## config.mk

```make
export PLATFORM = sky130hd
export DESIGN_NAME = axis_bram_sequencer
export DESIGN_NICKNAME = d
export VERILOG_FILES = /design/src/rtl/axis_bram_sequencer.sv
export SDC_FILE = /design/constraint.sdc
export NUM_CORES = 1
export LEC_CHECK = 0
export CAP_MARGIN = 25
export CORE_MARGIN = 3
export CORE_UTILIZATION = 45
export DETAILED_ROUTE_END_ITERATION = 7
export GPL_ROUTABILITY_DRIVEN = 0
export PLACE_DENSITY = 0.68
export SETUP_SLACK_MARGIN = 0.2
export SYNTH_ARGS = -nofsm -noshare
export SYNTH_HDL_FRONTEND = slang
export SYNTH_SLANG_ARGS = --single-unit
```

## constraint.sdc

```tcl
create_clock -name aclk -period 6.2 [get_ports aclk]
set_clock_uncertainty 0.05 [all_clocks]
set_input_delay 1.24 -clock aclk [delete_from_list [all_inputs] [get_ports aclk]]
set_output_delay 1.24 -clock aclk [all_outputs]
set_load 0.02 [all_outputs]
```

## src/rtl/axis_bram_sequencer.sv

```systemverilog
// rtl/axis_bram_sequencer.sv - BRAM read sequencer streaming start..stop address passes over AXI-Stream
module axis_bram_sequencer #(
    parameter int AXIS_TDATA_WIDTH  = 32,
    parameter int BRAM_DATA_WIDTH   = 32,
    parameter int BRAM_ADDR_WIDTH   = 10,
    parameter int BRAM_READ_LATENCY = 1
) (
    input  logic                              aclk,
    input  logic                              aresetn,
    input  logic [2*BRAM_ADDR_WIDTH+16:0]     cfg_data,
    output logic [BRAM_ADDR_WIDTH+15:0]       sts_data,
    input  logic                              m_axis_tready,
    output logic [AXIS_TDATA_WIDTH-1:0]       m_axis_tdata,
    output logic                              m_axis_tvalid,
    output logic                              m_axis_tlast,
    input  logic                              m_axis_config_tready,
    output logic                              m_axis_config_tvalid,
    output logic                              bram_porta_clk,
    output logic                              bram_porta_rst,
    output logic                              bram_porta_en,
    output logic [BRAM_ADDR_WIDTH-1:0]        bram_porta_addr,
    input  logic [BRAM_DATA_WIDTH-1:0]        bram_porta_rddata
);
    localparam int AW    = BRAM_ADDR_WIDTH;
    localparam int L     = BRAM_READ_LATENCY;
    localparam int DEPTH = 4;

    typedef enum logic [1:0] {IDLE, RUN, DRAIN, DONE} state_t;

    state_t                      state;
    logic [AW-1:0]               start_addr;
    logic [AW-1:0]               stop_addr;
    logic [AW-1:0]               addr;
    logic [15:0]                 repeat_cnt;
    logic [15:0]                 passes;
    logic                        abort;
    logic                        cfg_enable;

    logic [L-1:0]                pipe_vld;
    logic [L-1:0]                pipe_last;
    logic [2:0]                  inflight;
    logic [AXIS_TDATA_WIDTH:0]   mem [DEPTH];
    logic [1:0]                  wr_ptr;
    logic [1:0]                  rd_ptr;
    logic [2:0]                  count;
    logic [3:0]                  load;
    logic                        pop;
    logic                        push;
    logic                        issue;
    logic                        last_issue;
    logic                        finish;
    logic [AXIS_TDATA_WIDTH-1:0] rd_word;

    assign cfg_enable = cfg_data[2*AW+16];

    generate
        if (AXIS_TDATA_WIDTH > BRAM_DATA_WIDTH) begin : g_extend
            assign rd_word = {{(AXIS_TDATA_WIDTH-BRAM_DATA_WIDTH){1'b0}}, bram_porta_rddata};
        end else begin : g_trunc
            assign rd_word = bram_porta_rddata[AXIS_TDATA_WIDTH-1:0];
        end
    endgenerate

    always_comb begin
        inflight = '0;
        for (int i = 0; i < L; i++) begin
            inflight = inflight + {2'b0, pipe_vld[i]};
        end
    end

    // Everything already committed (queued or in the BRAM pipe) must fit in the FIFO.
    assign load       = {1'b0, count} + {1'b0, inflight} - {3'b0, pop};
    assign issue      = (state == RUN) && (load < 4'd4);
    assign last_issue = issue && (addr == stop_addr);
    assign finish     = last_issue && (repeat_cnt != 16'd0) && (passes + 16'd1 == repeat_cnt);

    assign push          = pipe_vld[L-1];
    assign m_axis_tvalid = (count != 3'd0);
    assign pop           = m_axis_tvalid && m_axis_tready;
    assign m_axis_tdata  = mem[rd_ptr][AXIS_TDATA_WIDTH-1:0];
    assign m_axis_tlast  = m_axis_tvalid && mem[rd_ptr][AXIS_TDATA_WIDTH];

    assign bram_porta_clk  = aclk;
    assign bram_porta_rst  = ~aresetn;
    assign bram_porta_en   = issue;
    assign bram_porta_addr = addr;
    assign sts_data        = {passes, addr};

    always_ff @(posedge aclk or negedge aresetn) begin
        if (!aresetn) begin
            pipe_vld  <= '0;
            pipe_last <= '0;
            wr_ptr    <= '0;
            rd_ptr    <= '0;
            count     <= '0;
            for (int i = 0; i < DEPTH; i++) begin
                mem[i] <= '0;
            end
        end else begin
            pipe_vld[0]  <= issue;
            pipe_last[0] <= last_issue;
            for (int i = 1; i < L; i++) begin
                pipe_vld[i]  <= pipe_vld[i-1];
                pipe_last[i] <= pipe_last[i-1];
            end
            if (push) begin
                mem[wr_ptr] <= {pipe_last[L-1], rd_word};
                wr_ptr      <= wr_ptr + 2'd1;
            end
            if (pop) begin
                rd_ptr <= rd_ptr + 2'd1;
            end
            count <= count + {2'b0, push} - {2'b0, pop};
        end
    end

    always_ff @(posedge aclk or negedge aresetn) begin
        if (!aresetn) begin
            state                <= IDLE;
            start_addr           <= '0;
            stop_addr            <= '0;
            addr                 <= '0;
            repeat_cnt           <= '0;
            passes               <= '0;
            abort                <= 1'b0;
            m_axis_config_tvalid <= 1'b0;
        end else begin
            case (state)
                IDLE: begin
                    if (cfg_enable) begin
                        start_addr <= cfg_data[AW-1:0];
                        stop_addr  <= cfg_data[2*AW-1:AW];
                        repeat_cnt <= cfg_data[2*AW+15:2*AW];
                        addr       <= cfg_data[AW-1:0];
                        passes     <= '0;
                        abort      <= 1'b0;
                        state      <= RUN;
                    end
                end
                RUN: begin
                    if (issue) begin
                        if (last_issue) begin
                            passes <= passes + 16'd1;
                            addr   <= start_addr;
                        end else begin
                            addr <= addr + AW'(1);
                        end
                    end
                    // A pass that completes on the same edge as the disable still counts as finished.
                    if (finish) begin
                        state <= DRAIN;
                    end else if (!cfg_enable) begin
                        abort <= 1'b1;
                        state <= DRAIN;
                    end
                end
                DRAIN: begin
                    if (count == 3'd0 && inflight == 3'd0) begin
                        if (abort) begin
                            state <= IDLE;
                        end else begin
                            m_axis_config_tvalid <= 1'b1;
                            state                <= DONE;
                        end
                    end
                end
                DONE: begin
                    if (m_axis_config_tvalid) begin
                        if (m_axis_config_tready) begin
                            m_axis_config_tvalid <= 1'b0;
                            if (!cfg_enable) begin
                                state <= IDLE;
                            end
                        end
                    end else if (!cfg_enable) begin
                        state <= IDLE;
                    end
                end
                default: state <= IDLE;
            endcase
        end
    end
endmodule
```

==> metrics.yaml <==
status:
  status: "completed"
setup_path:
  end_kind: "output pin"
  start_kind: "input pin"
  slowest_stage: "clkdlybuf4s50_1"
  crit_required_ns: 4.91
  arrival_ns: 4.13
  critPathMaxFanout: 11
  crit_type: "input pin to output pin"
  cp_top_family: "buffers and inverters"
  path_cells: "clkdlybuf4s50_1 -> and2_1 -> ha_1 -> inv_1 -> ha_1 -> fa_1 -> o32ai_1 -> o21ai_0 -> buf_4 -> inv_1 -> clkdlybuf4s50_1"
  critPathBufInv: 5
  slowest_delay_ns: 0.62
floorplan:
  core-area_sq_um: 21400
  dieWidth_microns: 154
  die_area_sq_um: 23900
  die_y_microns: 154
  rows: 53
  initial_core_util_pct: 46.5
  io_pins: 147
sta:
  finalHoldViolCount: 0
  setup_viol_count_final: 0
  tightest_slew_ns: 0.907
  max_freq_mhz: 184
  slew_violations: 0
  setup_slack_ns: 0.778
  rsz0062_at_grt: "false"
  final.setup.tns_ns: 0
  layout_min_cycle_time_ns: 5.42
  slew_headroom_pct: 39.1
  min_period_over_period_pct: 87.5
placement:
  placed_area_sq_um: 11500
  port_buffers: 146
  dp_slack_ns: 0.766
  hpwl_microns: 14100
grt:
  grt-ovfl-total: 0
  grt_pass1_vias: 7144
  grt_pass1_wl_microns: 37500
  grt_usage_pct: 19.2
  antenna_found_initial: 0
  grt_max_degree: 90
synthesis:
  ys_types: 64
  synth_seq_cells: 207
  synthesis.instances: 801
  syn_area_sq_um: 9920
  synthArstFlopShare_pct: 100
  synth_fp_nets: 885
  syn_area_per_cell_sq_um: 12.4
  ys.flop_type: "dfrtp_1"
  seq_area_frac_synth_pct: 52.2
  ys_warn_count: 0
  synth-edff-count: 0
layout:
  fill_cells: 1817
  post_route_cells_drive_above_1_share_pct: 23.8
  area_growth_pct: 24.4
  postLayoutCellArea_sq_um: 12300
  fin_nets: 1016
  n_antenna_cell: 0
routing:
  drt_wl_total_microns: 22300
  via_per_inst: 5.45
  drt.antenna.violating_nets: 0
  vias: 6673
  dr.pass1.iters: 4
  drcViolationCount: 0
  drt_iter0_markers: 325
  avgRoutedWirePerCell_microns: 18.2
clock_tree:
  cts_resized: 0
  clock_latency_ns: 0.62
  cts_hold_buf: 0
  cts_tree: "done"
  postCtsSetupRepairBufs: 0
  clk_pin_slew_ns: 0.06
job:
  drv_cap: 0
power_and_ir_drop:
  ir_drop_uv: 267
  p_leak_nw: 5.33
  p_per_area_nw_per_um2: 535
min_path:
  hold_path.class: "flop to flop"
-- final cells by class --
cell class              instances  area (sq um)  area share (%)
clock buffers                  41           763            6.18
clock inverters                 5          57.6           0.466
inverters                      17          68.8           0.558
multi-input cells             524          4400            35.6
flip-flops and latches        207          5180            42.0
well taps                     275           344            2.79
repair buffers                155          1530            12.4
-- tightest hold or removal path: cells and delay by family, from the launching register on --
kind	cells	cell delay, ns
simple gates	2	0.10
flops	1	0.34
-- cell families after synthesis --
| family | share of synthesized area, % |
|---|---|
| AO/OA/AOI/OAI | 4.99 |
| XOR/XNOR | 3.27 |
| adder cells (fa/ha/maj) | 1.46 |
| buffers and inverters | 3.53 |
| flip-flops | 52.2 |
| multiplexers | 23.8 |
| AND/OR/NAND/NOR | 10.7 |
-- cell usage in the layout, fill, tap and decap left out, drive strengths merged, types with 3 or more instances in the layout --
cell             n
buf             10
or2              3
nand2b           3
mux2           132
dfrtp          207
o21ai           21
a21oi            3
clkdlybuf4s50  145
a22o             6
a31oi            4
and2             3
nand2          134
xnor2           15
xor2            22
nor2            23
nor4             8
and4             5
inv             17
and3             7
clkbuf          41
nor3             7
a22oi            3
nand4            9
mux4            33
mux2i           13
a221o            3
ha              10
clkinv           4
nand3           13
o21a             7
-- Yosys cell counts (3+ instances only) --
| library cell | number | area share, % |
|---|---|---|
| inv_1 | 16 | 0.61 |
| buf_1 | 18 | 0.68 |
| buf_4 | 11 | 0.83 |
| mux2_2 | 132 | 15 |
| nor4_1 | 6 | 0.38 |
| and2_1 | 3 | 0.19 |
| a22oi_1 | 3 | 0.23 |
| and3_1 | 7 | 0.44 |
| xnor2_1 | 15 | 1.3 |
| mux2i_1 | 13 | 1.3 |
| nor2_1 | 23 | 0.87 |
| o21ai_0 | 19 | 0.96 |
| buf_2 | 6 | 0.30 |
| and4_1 | 5 | 0.44 |
| o21a_1 | 7 | 0.53 |
| dfrtp_1 | 207 | 52 |
| nand2b_1 | 3 | 0.19 |
| a221o_1 | 3 | 0.30 |
| a31oi_1 | 4 | 0.25 |
| ha_1 | 10 | 1.3 |
| xor2_1 | 22 | 1.9 |
| mux4_2 | 33 | 7.5 |
| nand3_1 | 13 | 0.66 |
| a21oi_1 | 3 | 0.15 |
| nand4_1 | 8 | 0.50 |
| nor3_1 | 7 | 0.35 |
| buf_6 | 3 | 0.34 |
| nand2_1 | 134 | 5.1 |
| clkbuf_1 | 14 | 0.53 |
| a22o_1 | 6 | 0.53 |
-- metal layers --
layer  share of wire (%)  GRT usage, %  up-vias
met5                   0             0        -
met4                 2.6          5.93        0
met3                 4.8          3.89       42
met2                  47          31.3      161
met1                  45          26.0     3368
li1                    -             -     3102
-- final timing paths --
path                                            from                        endpoint  slack (ns)  cells past startpoint
setup / recovery                       m_axis_tready                   bram_porta_en        0.78                     11
hold / removal             start_addr[1]$_DFFE_PN0P_       start_addr[1]$_DFFE_PN0P_        0.42                      2
setup reg to reg                  count[1]$_DFF_PN0_  bram_porta_addr[0]$_DFFE_PN0P_        2.01                     15
hold reg to reg            start_addr[1]$_DFFE_PN0P_       start_addr[1]$_DFFE_PN0P_        0.42                      2
max in group asynchronous                    aresetn           rd_ptr[0]$_DFFE_PN0P_        3.32                      3
min in group asynchronous                    aresetn            mem[107]$_DFFE_PN0P_        0.62                      1
-- through the flow --
step	power [mW]	hold WS [ns]	util, %	cells
2_1_floorplan	4.24	0.395	-	801
5_1_grt	7.02	0.450	57.8	1224
3_5_place_dp	5.24	0.412	54.0	1179
6_report	6.61	0.423	57.8	1224
3_3_place_gp	5.17	0.414	54.0	1179
4_1_cts	6.70	0.426	57.8	1224
-- state kept, by name, summed over array words and instances, names as in the netlist, 2 cells and up --
| signal | flops |
|---|---|
| bram_porta_addr | 10 |
| count | 3 |
| mem | 132 |
| passes | 16 |
| rd_ptr | 2 |
| repeat_cnt | 16 |
| start_addr | 10 |
| state | 2 |
| stop_addr | 10 |
| wr_ptr | 2 |
-- report_power, final --
group,total (mW),switching [mW],internal (mW)
clock network,1.44,0.559,0.883
logic,2.75,1.23,1.52
registers,2.41,0.441,1.97
total,6.61,2.23,4.38
(Power assumes the default switching activity.)
